<file path="config.mk">
export PLATFORM = sky130hd
export DESIGN_NAME = dominos_input_cond
export DESIGN_NICKNAME = d
export VERILOG_FILES = /design/src/rtl/dominos_input_pkg.sv /design/src/rtl/dominos_debounce.sv /design/src/rtl/dominos_input_cond.sv
export SDC_FILE = /design/constraint.sdc
export NUM_CORES = 1
export LEC_CHECK = 0
export BUFFER_PORTS_ARGS = -buffer_cell sky130_fd_sc_hd__buf_4
export CAP_MARGIN = 20
export CORE_MARGIN = 5
export CORE_UTILIZATION = 40
export CTS_CLUSTER_SIZE = 8
export DETAILED_ROUTE_END_ITERATION = 16
export HOLD_SLACK_MARGIN = 0.05
export PLACE_DENSITY = 0.59
export SKIP_CTS_REPAIR_TIMING = 1
export SYNTH_ARGS = -nofsm -noshare
export SYNTH_HDL_FRONTEND = slang
export SYNTH_HIERARCHICAL = 1
export SYNTH_SLANG_ARGS = --single-unit
</file>
<file path="constraint.sdc">
create_clock -name Clk_I -period 5.1 [get_ports Clk_I]
set_input_delay 0.765 -clock Clk_I [delete_from_list [all_inputs] [get_ports Clk_I]]
set_output_delay 0.765 -clock Clk_I [all_outputs]
set_load 0.02 [all_outputs]
</file>
<file path="src/rtl/dominos_input_pkg.sv">
`default_nettype none
// ============================================================================
//  Module   : dominos_input_pkg
//  Purpose  : Shared types, joystick bit indices and helpers for the Dominos
//             cabinet input conditioner.
//  Contents : coin_state_t  - per-player coin FSM state
//             JOY_*         - bit positions inside a MiSTer joystick word
//             DB_*          - slot positions inside the debouncer vector
//             dir_cancel()  - opposite-direction cancel on a {U,D,L,R} nibble
//  Revision : 1.0  initial release
// ============================================================================
package dominos_input_pkg;

  typedef enum logic [1:0] {
    IDLE     = 2'd0,
    PULSE    = 2'd1,
    GAP      = 2'd2,
    WAIT_REL = 2'd3
  } coin_state_t;

  localparam int JOY_R    = 0;
  localparam int JOY_L    = 1;
  localparam int JOY_D    = 2;
  localparam int JOY_U    = 3;
  localparam int JOY_COIN = 4;
  localparam int JOY_ST1  = 5;
  localparam int JOY_ST2  = 6;

  // Layout of the 12 debounced signals: two {U,D,L,R} nibbles, two coins,
  // then the merged start buttons.
  localparam int NUM_DB    = 12;
  localparam int DB_P1_DIR = 0;
  localparam int DB_P2_DIR = 4;
  localparam int DB_COIN1  = 8;
  localparam int DB_COIN2  = 9;
  localparam int DB_ST1    = 10;
  localparam int DB_ST2    = 11;

  // Input and result are active-high {U,D,L,R}; a pair pressed together
  // cancels to "neither pressed".
  function automatic logic [3:0] dir_cancel(input logic [3:0] udlr);
    logic [3:0] res;
    res = udlr;
    if (udlr[3] && udlr[2]) res[3:2] = 2'b00;
    if (udlr[1] && udlr[0]) res[1:0] = 2'b00;
    return res;
  endfunction

endpackage
`default_nettype wire

</file>
<file path="src/rtl/dominos_debounce.sv">
`default_nettype none
// ============================================================================
//  Module   : dominos_debounce
//  Purpose  : Single-bit tick-based debouncer. The accepted level follows the
//             raw level once it has differed for DEBOUNCE_MS consecutive ticks.
//  Ports    : clk_i     system clock
//             rst_ni    asynchronous reset, active low (stable = released)
//             tick_i    one-cycle timebase strobe
//             raw_i     registered raw level
//             stable_o  debounced level
//  Revision : 1.0  initial release
// ============================================================================
module dominos_debounce #(
  parameter int DEBOUNCE_MS = 4
) (
  input  logic clk_i,
  input  logic rst_ni,
  input  logic tick_i,
  input  logic raw_i,
  output logic stable_o
);

  logic stable_q;
  assign stable_o = stable_q;

  if (DEBOUNCE_MS == 0) begin : g_bypass
    logic tick_unused;
    assign tick_unused = tick_i;

    always_ff @(posedge clk_i or negedge rst_ni) begin
      if (!rst_ni) stable_q <= 1'b0;
      else         stable_q <= raw_i;
    end
  end else begin : g_filter
    localparam int CNT_W = (DEBOUNCE_MS < 2) ? 1 : $clog2(DEBOUNCE_MS);
    localparam logic [CNT_W-1:0] CNT_LAST = CNT_W'(DEBOUNCE_MS - 1);

    logic [CNT_W-1:0] cnt_q, cnt_d;
    logic             stable_d;

    // The tick that would take the count to DEBOUNCE_MS accepts the new level
    // directly, so the accepted level only ever changes on a tick edge.
    always_comb begin
      cnt_d    = cnt_q;
      stable_d = stable_q;
      if (raw_i == stable_q) begin
        cnt_d = '0;
      end else if (tick_i) begin
        if (cnt_q == CNT_LAST) begin
          stable_d = raw_i;
          cnt_d    = '0;
        end else begin
          cnt_d = cnt_q + CNT_W'(1);
        end
      end
    end

    always_ff @(posedge clk_i or negedge rst_ni) begin
      if (!rst_ni) begin
        cnt_q    <= '0;
        stable_q <= 1'b0;
      end else begin
        cnt_q    <= cnt_d;
        stable_q <= stable_d;
      end
    end
  end

endmodule
`default_nettype wire

</file>
<file path="src/rtl/dominos_input_cond.sv">
`default_nettype none
// ============================================================================
//  Module   : dominos_input_cond
//  Purpose  : Conditions MiSTer joystick words into the active-low cabinet
//             inputs of the Dominos core: debounce, opposite-direction cancel,
//             fixed-width coin pulses with lockout, start-button merge.
//  Ports    : Clk_I       12 MHz system clock
//             Reset_I     asynchronous reset, active low
//             Hold_I      1 = ROM download, all game inputs forced inactive
//             Joy0_I/1_I  joystick words [0]R [1]L [2]D [3]U [4]coin [5]st1 [6]st2
//             Dir1_O/2_O  {Up,Down,Left,Right}, active low
//             Coin1_O/2_O coin mech pulses, active low
//             Start1_O/2_O merged start buttons, active low
//             Coin_Cnt_O  accepted-coin count
//  Config   : DOMINOS_COIN_COUNTER_EN - builds the saturating coin counter;
//             otherwise Coin_Cnt_O is tied to zero.
//  Revision : 1.0  initial release
// ============================================================================
module dominos_input_cond
  import dominos_input_pkg::*;
#(
  parameter int TICK_DIV      = 12000,
  parameter int DEBOUNCE_MS   = 4,
  parameter int COIN_PULSE_MS = 40,
  parameter int COIN_GAP_MS   = 60
) (
  input  logic        Clk_I,
  input  logic        Reset_I,
  input  logic        Hold_I,
  input  logic [15:0] Joy0_I,
  input  logic [15:0] Joy1_I,
  output logic [3:0]  Dir1_O,
  output logic [3:0]  Dir2_O,
  output logic        Coin1_O,
  output logic        Coin2_O,
  output logic        Start1_O,
  output logic        Start2_O,
  output logic [7:0]  Coin_Cnt_O
);

  localparam int PRE_W = $clog2(TICK_DIV);
  localparam logic [PRE_W-1:0] PRE_LAST = PRE_W'(TICK_DIV - 1);
  localparam int CT_MAX = (COIN_PULSE_MS > COIN_GAP_MS) ? COIN_PULSE_MS : COIN_GAP_MS;
  localparam int CT_W   = $clog2(CT_MAX + 1);
  localparam logic [CT_W-1:0] PULSE_LAST = CT_W'(COIN_PULSE_MS);
  localparam logic [CT_W-1:0] GAP_LAST   = CT_W'(COIN_GAP_MS);

  // ---------------- timebase and input register ----------------
  logic [PRE_W-1:0] pre_q, pre_d;
  logic             tick;
  logic [6:0]       joy0_q, joy1_q;
  logic [17:0]      joy_unused;

  assign tick       = (pre_q == PRE_LAST);
  assign pre_d      = tick ? '0 : pre_q + PRE_W'(1);
  assign joy_unused = {Joy0_I[15:7], Joy1_I[15:7]};

  always_ff @(posedge Clk_I or negedge Reset_I) begin
    if (!Reset_I) begin
      pre_q  <= '0;
      joy0_q <= '0;
      joy1_q <= '0;
    end else begin
      pre_q  <= pre_d;
      joy0_q <= Joy0_I[6:0];
      joy1_q <= Joy1_I[6:0];
    end
  end

  // ---------------- debouncers ----------------
  logic [NUM_DB-1:0] raw, db;

  assign raw = {joy0_q[JOY_ST2] | joy1_q[JOY_ST2],
                joy0_q[JOY_ST1] | joy1_q[JOY_ST1],
                joy1_q[JOY_COIN], joy0_q[JOY_COIN],
                joy1_q[JOY_U], joy1_q[JOY_D], joy1_q[JOY_L], joy1_q[JOY_R],
                joy0_q[JOY_U], joy0_q[JOY_D], joy0_q[JOY_L], joy0_q[JOY_R]};

  for (genvar gi = 0; gi < NUM_DB; gi++) begin : g_db
    dominos_debounce #(.DEBOUNCE_MS(DEBOUNCE_MS)) u_db (
      .clk_i    (Clk_I),
      .rst_ni   (Reset_I),
      .tick_i   (tick),
      .raw_i    (raw[gi]),
      .stable_o (db[gi])
    );
  end

  // ---------------- directions and starts ----------------
  logic [3:0] dir1_q, dir1_d, dir2_q, dir2_d;
  logic       st1_q, st1_d, st2_q, st2_d;

  always_comb begin
    dir1_d = ~dir_cancel(db[DB_P1_DIR +: 4]);
    dir2_d = ~dir_cancel(db[DB_P2_DIR +: 4]);
    st1_d  = ~db[DB_ST1];
    st2_d  = ~db[DB_ST2];
    if (Hold_I) begin
      dir1_d = 4'hF;
      dir2_d = 4'hF;
      st1_d  = 1'b1;
      st2_d  = 1'b1;
    end
  end

  always_ff @(posedge Clk_I or negedge Reset_I) begin
    if (!Reset_I) begin
      dir1_q <= 4'hF;
      dir2_q <= 4'hF;
      st1_q  <= 1'b1;
      st2_q  <= 1'b1;
    end else begin
      dir1_q <= dir1_d;
      dir2_q <= dir2_d;
      st1_q  <= st1_d;
      st2_q  <= st2_d;
    end
  end

  assign Dir1_O   = dir1_q;
  assign Dir2_O   = dir2_q;
  assign Start1_O = st1_q;
  assign Start2_O = st2_q;

  // ---------------- coin FSMs ----------------
  logic [1:0] coin_start;
  logic [1:0] coin_n;

  for (genvar gp = 0; gp < 2; gp++) begin : g_coin
    coin_state_t     state_q, state_d;
    logic [CT_W-1:0] cnt_q, cnt_d;
    logic            prev_q;
    logic            level;
    logic            rise;
    logic            start;

    assign level = db[DB_COIN1 + gp];
    // prev_q keeps tracking during Hold_I, so a button held across the end of
    // a hold is not seen as a fresh press.
    assign rise  = level & ~prev_q;

    // Each timed state exits on the cycle after its count reaches the limit,
    // so a zero-length state still lasts exactly one cycle.
    always_comb begin
      state_d = state_q;
      cnt_d   = cnt_q;
      start   = 1'b0;
      if (Hold_I) begin
        state_d = IDLE;
        cnt_d   = '0;
      end else begin
        case (state_q)
          IDLE: begin
            if (rise) begin
              state_d = PULSE;
              cnt_d   = '0;
              start   = 1'b1;
            end
          end
          PULSE: begin
            if (cnt_q == PULSE_LAST) begin
              state_d = GAP;
              cnt_d   = '0;
            end else if (tick) begin
              cnt_d = cnt_q + CT_W'(1);
            end
          end
          GAP: begin
            if (cnt_q == GAP_LAST) begin
              state_d = level ? WAIT_REL : IDLE;
              cnt_d   = '0;
            end else if (tick) begin
              cnt_d = cnt_q + CT_W'(1);
            end
          end
          WAIT_REL: begin
            if (!level) state_d = IDLE;
          end
          default: state_d = IDLE;
        endcase
      end
    end

    always_ff @(posedge Clk_I or negedge Reset_I) begin
      if (!Reset_I) begin
        state_q <= IDLE;
        cnt_q   <= '0;
        prev_q  <= 1'b0;
      end else begin
        state_q <= state_d;
        cnt_q   <= cnt_d;
        prev_q  <= level;
      end
    end

    // Decoded straight from the state register so reset releases it at once.
    assign coin_n[gp]     = (state_q != PULSE);
    assign coin_start[gp] = start;
  end

  assign Coin1_O = coin_n[0];
  assign Coin2_O = coin_n[1];

  // ---------------- coin counter ----------------
`ifdef DOMINOS_COIN_COUNTER_EN
  logic [7:0] coin_cnt_q, coin_cnt_d;
  logic [8:0] coin_sum;

  assign coin_sum   = {1'b0, coin_cnt_q} + 9'(coin_start[0]) + 9'(coin_start[1]);
  assign coin_cnt_d = coin_sum[8] ? 8'hFF : coin_sum[7:0];

  always_ff @(posedge Clk_I or negedge Reset_I) begin
    if (!Reset_I) coin_cnt_q <= 8'd0;
    else          coin_cnt_q <= coin_cnt_d;
  end

  assign Coin_Cnt_O = coin_cnt_q;
`else
  logic coin_start_unused;
  assign coin_start_unused = |coin_start;
  assign Coin_Cnt_O        = 8'd0;
`endif

endmodule
`default_nettype wire

</file>
==> results.txt <==
Starting Density: 40.8%
ANT nets after route: 0
Root Buffer: clkbuf_8
Worst IR Drop VDD: 0.163 mV
Worst Tran Pin Value: 0.698 ns
commonest non-fill, non-tap cell in the layout: dfrtp_1
max_slew headroom: 53.5%
drt pass-1 iters: 6
Leak: 2.18 nW
Post-Route WL: 7300 um
final worst-path cycle share: 44.4%
area leader, netlist: dfrtp_1
Syn Inst Count: 390
synthesized area per cell: 11.3 um2
Synth async-reset ratio: 100%
All-Layer GR Usage: 12.2%
Unique masters post-synth: 55
Layout Area Growth over Synthesis: 12.3%
Post-synth EDFFs: 0
largest cells by area after synthesis: dfrtp_1 46%, ha_1 7.6%, dfstp_2 5.9%, nand2_1 3.1%, mux2_2 3.1%
htree depth: 3
Worst R2R Setup Slack: 2.83 ns
most frequent cells in the layout: 82 x dfrtp_1, 36 x nand2_1, 29 x buf_4, 27 x ha_1
Setup Crit Path Kind: reg -> reg
Pwr Density: 276 nW/um2
RSZ-0062 raised after global routing: false
area of the core: 10,800 um2
number of remaining DRC errors: 0
Ant. Diodes: 0
area share of the largest cell type after synthesis: 46.4%
Reg clk slew, reported paths: 0.09 ns
die area: 13,300 um2
final RePlAce weighted congestion: 0.775
fin worst setup slack: 2.83 ns
Clock Path Buffers: 2
buffers added on ports: 28
Arr. time, crit path: 2.53 ns
Top FF cell, synth: dfrtp_1
CTS Sinks: 92
dpl hpwl: 4860 um
worst-path maximum fanout: 66
register bit total from synthesis: 92
drt first-iter violations: 116
# IOs: 55
Routed WL per cell: 12.8 um
Final Setup Violations: 0
antenna violations before repair: 0
Max-Cap Viols: 0
die width: 115 um
CTS buffer count: 9
Setup crit end kind: flip-flop
Seq/Total Area, Yosys: 52.4%
R2R Path Start: pre_q[0]$_DFF_PN0_
total number of vias: 2,859
Tmin final: 2.27 ns
die height: 115 um
number of global-route vias before repair: 2,923
fraction of layout cells with a size suffix above 1: 20.4%
Via-to-Cell Ratio: 5.00
Worst Setup Start Kind: flip-flop
grt total ovfl: 0
Worst EP required: 5.37 ns
Mapped Area: 4420 um2
Place WS: 2.68 ns
Layout Skew: 0.0132 ns
CTS tree: done
reg2reg end: g_db[2].u_db/g_filter.cnt_q[0]$_DFFE_PN0P_
Final Hold Slack: 0.358 ns
Synthesis Warnings: 6
first-pass GRT wire length: 13,200 um
run status: finished, final reports clean
HP Class: in -> async
Cell Rows: 38
Max Fclk: 0.441 GHz
final hold violations: 0
# nets final: 489
max-slew violations: 0
TNS Setup: 0 ns
R2R cell count: 6
largest net degree at the start of global routing: 67
Clock Latency Late Sink: 0.35 ns
power by group:
group          switching, mW  internal (mW)
logic                 0.0813         0.0519
registers            0.00777          0.740
clock network          0.257          0.232
logic make-up (layout without fill, tap and decap cells):
group / count (synthesis) / after routing / synth area share, %
multiplexers: 25 / 25 / 6.00
AO/OA/AOI/OAI: 57 / 57 / 8.04
XOR/XNOR: 21 / 21 / 4.16
buffers and inverters: 31 / 66 / 3.60
adder cells (fa/ha/maj): 27 / 27 / 7.64
flip-flops: 92 / 92 / 52.4
other: 1 / 8 / 0.0849
AND/OR/NAND/NOR: 136 / 136 / 18.1
how the worst max path moves through the flow:
| stage | start | end | slack, ns | cells after the start |
|---|---|---|---|---|
| global route | pre_q[0]$_DFF_PN0_ | g_db[0].u_db/g_filter.cnt_q[0]$_DFFE_PN0P_ | 2.63 | 6 |
| finish | pre_q[0]$_DFF_PN0_ | g_db[2].u_db/g_filter.cnt_q[0]$_DFFE_PN0P_ | 2.83 | 6 |
| CTS | pre_q[0]$_DFF_PN0_ | g_db[3].u_db/g_filter.cnt_q[0]$_DFFE_PN0P_ | 2.84 | 6 |
| detailed placement | Hold_I | g_coin[1].cnt_q[5]$_DFFE_PN0P_ | 2.68 | 6 |
| floorplan | pre_q[0]$_DFF_PN0_ | g_db[0].u_db/g_filter.cnt_q[0]$_DFFE_PN0P_ | 3.12 | 7 |
| global placement | Hold_I | g_coin[1].cnt_q[5]$_DFFE_PN0P_ | 2.72 | 6 |
state kept, by name, summed over array words and instances, names as in the netlist:
signal	flops
g_coin.cnt_q	12
Start1_O	1
joy0_q	7
g_db.u_db/stable_o	12
Start2_O	1
Dir2_O	4
g_coin.state_q	4
Dir1_O	4
pre_q	14
g_db.u_db/g_filter.cnt_q	24
g_coin.prev_q	2
joy1_q	7
synth_stat cells, types with 4 or more instances:
master and n:
nand4_1 5, a31oi_1 6, ha_1 27, a21oi_1 21
dfstp_2 10, or3_1 6, xnor2_1 15, nor2_1 21
dfrtp_1 82, nor3_1 4, mux2_2 12, o21ai_0 12
mux2i_1 13, buf_4 8, nand2_1 36, nand2b_1 12
xor2_1 6, or3b_1 12, inv_1 19, nand3_1 14
layout make-up:
cell class / instances / area [um2]
fillers: 1027 / 5880
flip-flops and latches: 92 / 2310
multi-input cells: 274 / 1970
repair buffers: 29 / 218
well taps: 140 / 175
clock buffers: 10 / 128
inverters: 21 / 83.8
clock inverters: 6 / 71.3
metal layers:
layer  wire (um)  track usage [%]
met4         114             4.30
met2        3430             19.8
met1        3470             16.1
met3         289             2.84
met5           0                0
through the flow:
| stage | std cells | area [um2] | power, mW | utilization [%] |
|---|---|---|---|---|
| floorplan | 397 | 4450 | 0.849 | - |
| global placement | 556 | 4760 | 0.895 | 43.9 |
| detailed placement | 556 | 4760 | 0.897 | 43.9 |
| CTS | 572 | 4960 | 1.40 | 45.8 |
| global route | 572 | 4960 | 1.44 | 45.8 |
| finish | 572 | 4960 | 1.37 | 45.8 |
worst max-delay path, cell delays in order, from the launching register on:
cell      delay, ns
dfrtp_1        0.42
ha_1           0.22
and4_1         0.33
nand4_4        0.24
clkinv_4       0.41
or3b_1         0.40
a21oi_1        0.15
(Power assumes the default switching activity.)
